--- config.mk ---
export PLATFORM = sky130hd
export DESIGN_NAME = cpu_mem_responder
export DESIGN_NICKNAME = d
export VERILOG_FILES = /design/src/rtl/cpu_mem_responder.sv
export SDC_FILE = /design/constraint.sdc
export NUM_CORES = 1
export LEC_CHECK = 0
export CORE_ASPECT_RATIO = 1.25
export CORE_MARGIN = 4
export CORE_UTILIZATION = 30
export DETAILED_ROUTE_END_ITERATION = 16
export HOLD_SLACK_MARGIN = 0.08
export PLACE_DENSITY = 0.53
export SYNTH_ARGS = -nofsm -noshare
export SYNTH_HDL_FRONTEND = slang
export SYNTH_SLANG_ARGS = --single-unit
--- constraint.sdc ---
create_clock -name clk -period 4.8 [get_ports clk]
set_input_delay 1.2 -clock clk [delete_from_list [all_inputs] [get_ports clk]]
set_output_delay 1.2 -clock clk [all_outputs]
set_load 0.02 [all_outputs]
--- src/rtl/cpu_mem_responder.sv ---
// Memory responder for the 8-bit CPU. It serves word fetches and byte loads/stores
// from one 16-bit word array, one access per request/response handshake.
module cpu_mem_responder #(
  parameter int MEMORY_SIZE = 32,
  parameter int WORD_AW     = $clog2(MEMORY_SIZE)
) (
  input  logic               clk,
  input  logic               rst,
  input  logic               req_valid,
  output logic               req_ready,
  input  logic               req_write,
  input  logic               req_byte,
  input  logic [7:0]         req_addr,
  input  logic [7:0]         req_wdata,
  output logic               rsp_valid,
  output logic [15:0]        rsp_data,
  input  logic               rsp_ready,
  output logic               rsp_err,
  input  logic               host_en,
  input  logic               host_we,
  input  logic [WORD_AW-1:0] host_addr,
  input  logic [15:0]        host_wdata
);

  typedef enum logic {IDLE, RESP} state_t;

  localparam logic [8:0]       CPU_LIM  = 9'(MEMORY_SIZE);
  localparam logic [WORD_AW:0] HOST_LIM = (WORD_AW+1)'(MEMORY_SIZE);

  state_t state, state_nxt;

  logic [15:0] mem [MEMORY_SIZE];

  logic [7:0]         idx_full_p0;
  logic [WORD_AW-1:0] idx_p0;
  logic               lane_p0;
  logic               in_range_p0;
  logic               acc_p0;
  logic               err_p0;
  logic               store_p0;
  logic               load_p0;
  logic               host_wr_p0;

  logic [15:0] rsp_data_p1;
  logic        rsp_err_p1;

  function automatic logic [7:0] lane_sel(input logic [15:0] word, input logic lane);
    return lane ? word[15:8] : word[7:0];
  endfunction

  function automatic logic [15:0] rd_fmt(input logic [15:0] word, input logic byte_acc,
                                         input logic lane);
    return byte_acc ? {8'h00, lane_sel(word, lane)} : word;
  endfunction

  // Request decode (p0): the request is accepted, the array accessed and the response
  // registered on the same edge.
  assign req_ready = (state == IDLE) && !host_en && !rst;

  always_comb begin
    idx_full_p0 = req_byte ? {1'b0, req_addr[7:1]} : req_addr;
    idx_p0      = idx_full_p0[WORD_AW-1:0];
    lane_p0     = req_addr[0];
    in_range_p0 = {1'b0, idx_full_p0} < CPU_LIM;
    acc_p0      = req_valid && req_ready;
    // A word-sized store is not a legal CPU request; it is reported as an error.
    err_p0      = !in_range_p0 || (req_write && !req_byte);
    store_p0    = acc_p0 && req_write && req_byte && in_range_p0;
    load_p0     = acc_p0 && !req_write && in_range_p0;
    host_wr_p0  = (state == IDLE) && host_en && host_we && ({1'b0, host_addr} < HOST_LIM);
  end

  // The array has a single port and is never reset, so a host preload survives a CPU reset.
  // CPU stores and host writes cannot coincide because host_en blocks acceptance.
  always_ff @(posedge clk) begin
    if (store_p0) begin
      if (lane_p0) mem[idx_p0][15:8] <= req_wdata;
      else         mem[idx_p0][7:0]  <= req_wdata;
    end else if (host_wr_p0) begin
      mem[host_addr] <= host_wdata;
    end
  end

  // Response register (p1): held stable while the response waits in RESP.
  always_ff @(posedge clk) begin
    if (rst) begin
      rsp_data_p1 <= '0;
      rsp_err_p1  <= 1'b0;
    end else if (acc_p0) begin
      rsp_err_p1  <= err_p0;
      rsp_data_p1 <= load_p0 ? rd_fmt(mem[idx_p0], req_byte, lane_p0) : 16'h0000;
    end
  end

  always_ff @(posedge clk) begin
    if (rst) state <= IDLE;
    else     state <= state_nxt;
  end

  always_comb begin
    state_nxt = state;
    case (state)
      IDLE: if (acc_p0)    state_nxt = RESP;
      RESP: if (rsp_ready) state_nxt = IDLE;
    endcase
  end

  assign rsp_valid = (state == RESP);
  assign rsp_data  = rsp_data_p1;
  assign rsp_err   = rsp_err_p1;

endmodule

==> flow_results.xml <==
<?xml version="1.0" encoding="UTF-8"?>
<metrics>
  <group name="worst_setup_path">
    <metric name="timing.rr.start" unit="">rsp_valid</metric>
    <metric name="critical_path.max_fanout" unit="">8</metric>
    <metric name="timing.critical_path.required" unit="ns">5.04</metric>
    <metric name="crit_type" unit="">in2reg</metric>
    <metric name="cp-end-kind" unit="">flop</metric>
    <metric name="r2r_end" unit="">mem[29][6]</metric>
    <metric name="critical_path.cell_chain" unit="">clkdlybuf4s50_1 &gt; or4b_4 &gt; nor3_4 &gt; nand2_1 &gt; o31ai_4 &gt; nand2_1 &gt; nor2_1</metric>
    <metric name="critPathMostFrequentCell" unit="">sky130_fd_sc_hd__nand2_1</metric>
    <metric name="start_kind" unit="">primary input</metric>
    <metric name="worstSetupStartpoint" unit="">host_en</metric>
    <metric name="timing.critical_path.slowest_stage_cell" unit="">sky130_fd_sc_hd__nor2_1</metric>
    <metric name="rrSetupSlack" unit="ns">1.48</metric>
    <metric name="crit_path_max_incr_delay" unit="ns">0.68</metric>
    <metric name="cp.arrival" unit="ns">4.14</metric>
    <metric name="r2r_cells" unit="">6</metric>
  </group>
  <group name="place">
    <metric name="routabilityCongestion" unit="">0.922</metric>
    <metric name="place.detailed.hpwl" unit="mm">49.2</metric>
    <metric name="io_buffer_count" unit="">63</metric>
  </group>
  <group name="clock_network">
    <metric name="cts.root.buffer_cell" unit="">sky130_fd_sc_hd__clkbuf_16</metric>
    <metric name="cts_buffers" unit="">56</metric>
    <metric name="cts_tree" unit="">done</metric>
    <metric name="htree_levels" unit="">2</metric>
    <metric name="cts.sinks" unit="">530</metric>
    <metric name="number_of_setup_buffers_added_after_cts" unit="">0</metric>
    <metric name="clk_pin_slew_worst_paths" unit="ns">0.06</metric>
    <metric name="post_cts_resized" unit="">0</metric>
    <metric name="ctsLongestPathBuffers" unit="">3</metric>
    <metric name="clk-insertion-delay-late" unit="ns">0.62</metric>
    <metric name="cts_hold_buf" unit="">0</metric>
  </group>
  <group name="timing">
    <metric name="setup_violations" unit="">0</metric>
    <metric name="drv_slew" unit="">0</metric>
    <metric name="layout_worst_path_cycle_share" unit="">0.812</metric>
    <metric name="hold-worst-slack" unit="ns">0.489</metric>
    <metric name="fin_setup_tns" unit="ns">0</metric>
    <metric name="finalHoldViolCount" unit="">0</metric>
    <metric name="grt_setup_unrepaired" unit="">no</metric>
    <metric name="tightestPinTransition" unit="ns">1.02</metric>
    <metric name="slew_headroom" unit="">0.320</metric>
    <metric name="worst_setup_skew_after_layout" unit="ns">0.0208</metric>
    <metric name="finalCriticalPeriod" unit="ns">3.90</metric>
    <metric name="fmax_achieved" unit="MHz">257</metric>
  </group>
  <group name="synth">
    <metric name="cell_taking_the_most_area_after_synthesis" unit="">sky130_fd_sc_hd__edfxtp_1</metric>
    <metric name="synth_area" unit="um2">26000</metric>
    <metric name="synth_top_family_by_area" unit="">multiplexers</metric>
    <metric name="synth_xor_area_frac" unit="">0</metric>
    <metric name="ys_seq_area_frac" unit="">0.605</metric>
    <metric name="synth-async-reset-ratio" unit="">0</metric>
    <metric name="yosys.area_share.adder" unit="">0</metric>
    <metric name="ys_seq_elements" unit="">530</metric>
    <metric name="synth.cells.most_frequent" unit="">sky130_fd_sc_hd__mux2i_1, sky130_fd_sc_hd__edfxtp_1, sky130_fd_sc_hd__a22oi_1</metric>
    <metric name="number_of_enable_flip_flop_cells_after_synthesis" unit="">512</metric>
    <metric name="yosys_warnings" unit="">0</metric>
    <metric name="syn_nets" unit="">1992</metric>
    <metric name="synthFlopType" unit="">sky130_fd_sc_hd__edfxtp_1</metric>
    <metric name="syn_avg_cell_area" unit="um2">13.4</metric>
    <metric name="post_synth_and_or_nand_nor_area_fraction" unit="">0.0631</metric>
    <metric name="synth.area.mux_share" unit="">0.201</metric>
    <metric name="synthDominantCellAreaShare" unit="">0.591</metric>
    <metric name="synth_area_leaders" unit="">sky130_fd_sc_hd__edfxtp_1, sky130_fd_sc_hd__mux2i_1, sky130_fd_sc_hd__a22oi_1</metric>
    <metric name="synth_compound_area_frac" unit="">0.102</metric>
    <metric name="netlist-cell-type-count" unit="">53</metric>
    <metric name="syn-instance-count" unit="">1947</metric>
    <metric name="yosys.cell_count.top_type" unit="">sky130_fd_sc_hd__mux2i_1</metric>
  </group>
  <group name="detailed_routing">
    <metric name="vias_per_cell" unit="">5.31</metric>
    <metric name="wire_per_inst" unit="um">23.3</metric>
    <metric name="drt-total-wl" unit="mm">76.1</metric>
    <metric name="drt-pass1-iter-count" unit="">7</metric>
    <metric name="drt.antenna.violating_nets" unit="">0</metric>
    <metric name="detail_route.iter0.violations" unit="">1289</metric>
    <metric name="route.vias.total" unit="">17400</metric>
    <metric name="remaining_drc_errors" unit="">0</metric>
  </group>
  <group name="global_route">
    <metric name="grt_remaining_overflow" unit="">0</metric>
    <metric name="first_pass_grt_wire_length" unit="mm">113</metric>
    <metric name="first_global_vias" unit="">17700</metric>
    <metric name="grt_start_max_net_pins" unit="">79</metric>
    <metric name="grtUsageTotal" unit="">0.162</metric>
    <metric name="grt_antenna_before_repair" unit="">0</metric>
  </group>
  <group name="min_path">
    <metric name="worst_hold_path_type" unit="">reg2reg</metric>
    <metric name="hold_path_depth" unit="">2</metric>
    <metric name="hold_path_startpoint" unit="">rsp_data[6]</metric>
    <metric name="timing.hold.worst_endpoint" unit="">rsp_data[6]</metric>
  </group>
  <group name="power_and_ir_drop">
    <metric name="cellLeakagePower" unit="nW">10.8</metric>
    <metric name="max-vdd-ir-drop" unit="V">0.000252</metric>
    <metric name="total_power" unit="mW">10.4</metric>
    <metric name="power.density_cell_area" unit="nW/um2">343</metric>
  </group>
  <group name="outcome">
    <metric name="run_status" unit="">finished clean</metric>
  </group>
  <group name="finish">
    <metric name="antenna_cells_inserted" unit="">0</metric>
    <metric name="layout.core_utilization" unit="">0.352</metric>
    <metric name="finish.net_count" unit="">2108</metric>
    <metric name="areaGrowthSynthToFinish" unit="%">16.2</metric>
    <metric name="share_of_layout_cells_above_drive_strength_1" unit="">0.112</metric>
  </group>
  <group name="die">
    <metric name="top_level_ports" unit="">64</metric>
    <metric name="row_count" unit="">120</metric>
    <metric name="fp.coreArea" unit="um2">85900</metric>
    <metric name="die_area" unit="um2">91400</metric>
    <metric name="die_h" unit="um">337</metric>
    <metric name="fp.dieW" unit="um">271</metric>
    <metric name="initial_cell_density_of_the_core" unit="">0.303</metric>
  </group>
  <group name="job">
    <metric name="maxCapViolations" unit="">0</metric>
  </group>
</metrics>
==> metrics by stage <==
step                area (um2)  std cells  worst slack, ns
finish                   30200       3269            0.902
global route             30200       3269            0.746
CTS                      30200       3269            0.949
detailed placement       28500       3164            0.301
global placement         28500       3164            0.355
floorplan                26000       1947             1.54
==> how the worst max path moves through the flow <==
stage	depth (start not counted)	endpoint
finish	7	mem[29][6]
CTS	7	mem[29][2]
global placement	7	mem[29][2]
detailed placement	7	mem[29][2]
global route	7	mem[29][7]
floorplan	8	mem[0][0]
==> registers in the layout (all words and copies together) (netlist names) <==
| signal | count |
|---|---|
| rsp_data | 16 |
| rsp_valid | 1 |
| mem | 512 |
| rsp_err | 1 |
==> per-layer routing <==
layer	global-route usage	vias to the layer above	wire length (um)
met4	0.0653	0	3010
met1	0.203	8753	31600
met3	0.0246	140	3920
li1	-	7960	-
met2	0.282	510	37600
met5	0	-	0
==> critical path: cells and delay by family <==
kind / cells / cell delay (ns)
buffers and inverters: 1 / 0.47
AND/OR/NAND/NOR: 5 / 2.18
AO/OA/AOI/OAI: 1 / 0.28
==> placed cells by master, fill, tap and decap left out, drive strengths merged, types with 18 or more instances in the layout <==
master and count:
a21oi 47, a22oi 133, buf 136, clkbuf 79, clkdlybuf4s50 60, clkinv 20, dfxtp 18, edfxtp 512
mux2i 516, nand2 92, nand3 58, nor2 109, nor3 66, o21ai 36, o22ai 124
==> cells by family (layout without fill, tap and decap cells) <==
kind of cell | count (synthesis) | after routing
simple gates | 358 | 358
flops | 530 | 530
buf+inv | 141 | 304
compound gates | 396 | 396
mux | 522 | 522
==> final cells by class <==
cell class | instances | area, um2
clock buffers | 79 | 1510
clock inverters | 26 | 200
fillers | 8313 | 55700
inverters | 3 | 11.3
multi-input cells | 1276 | 9570
flip-flops and latches | 530 | 15700
well taps | 1159 | 1450
repair buffers | 196 | 1730
==> power by group <==
part           internal [mW]  total [mW]  leakage [nW]  switching [mW]
registers               5.15        5.16          4.76          0.0121
clock network           2.34        4.10         0.830            1.76
logic                  0.363        1.11          5.19           0.750
No activity file was read; power rests on OpenSTA's default activity.
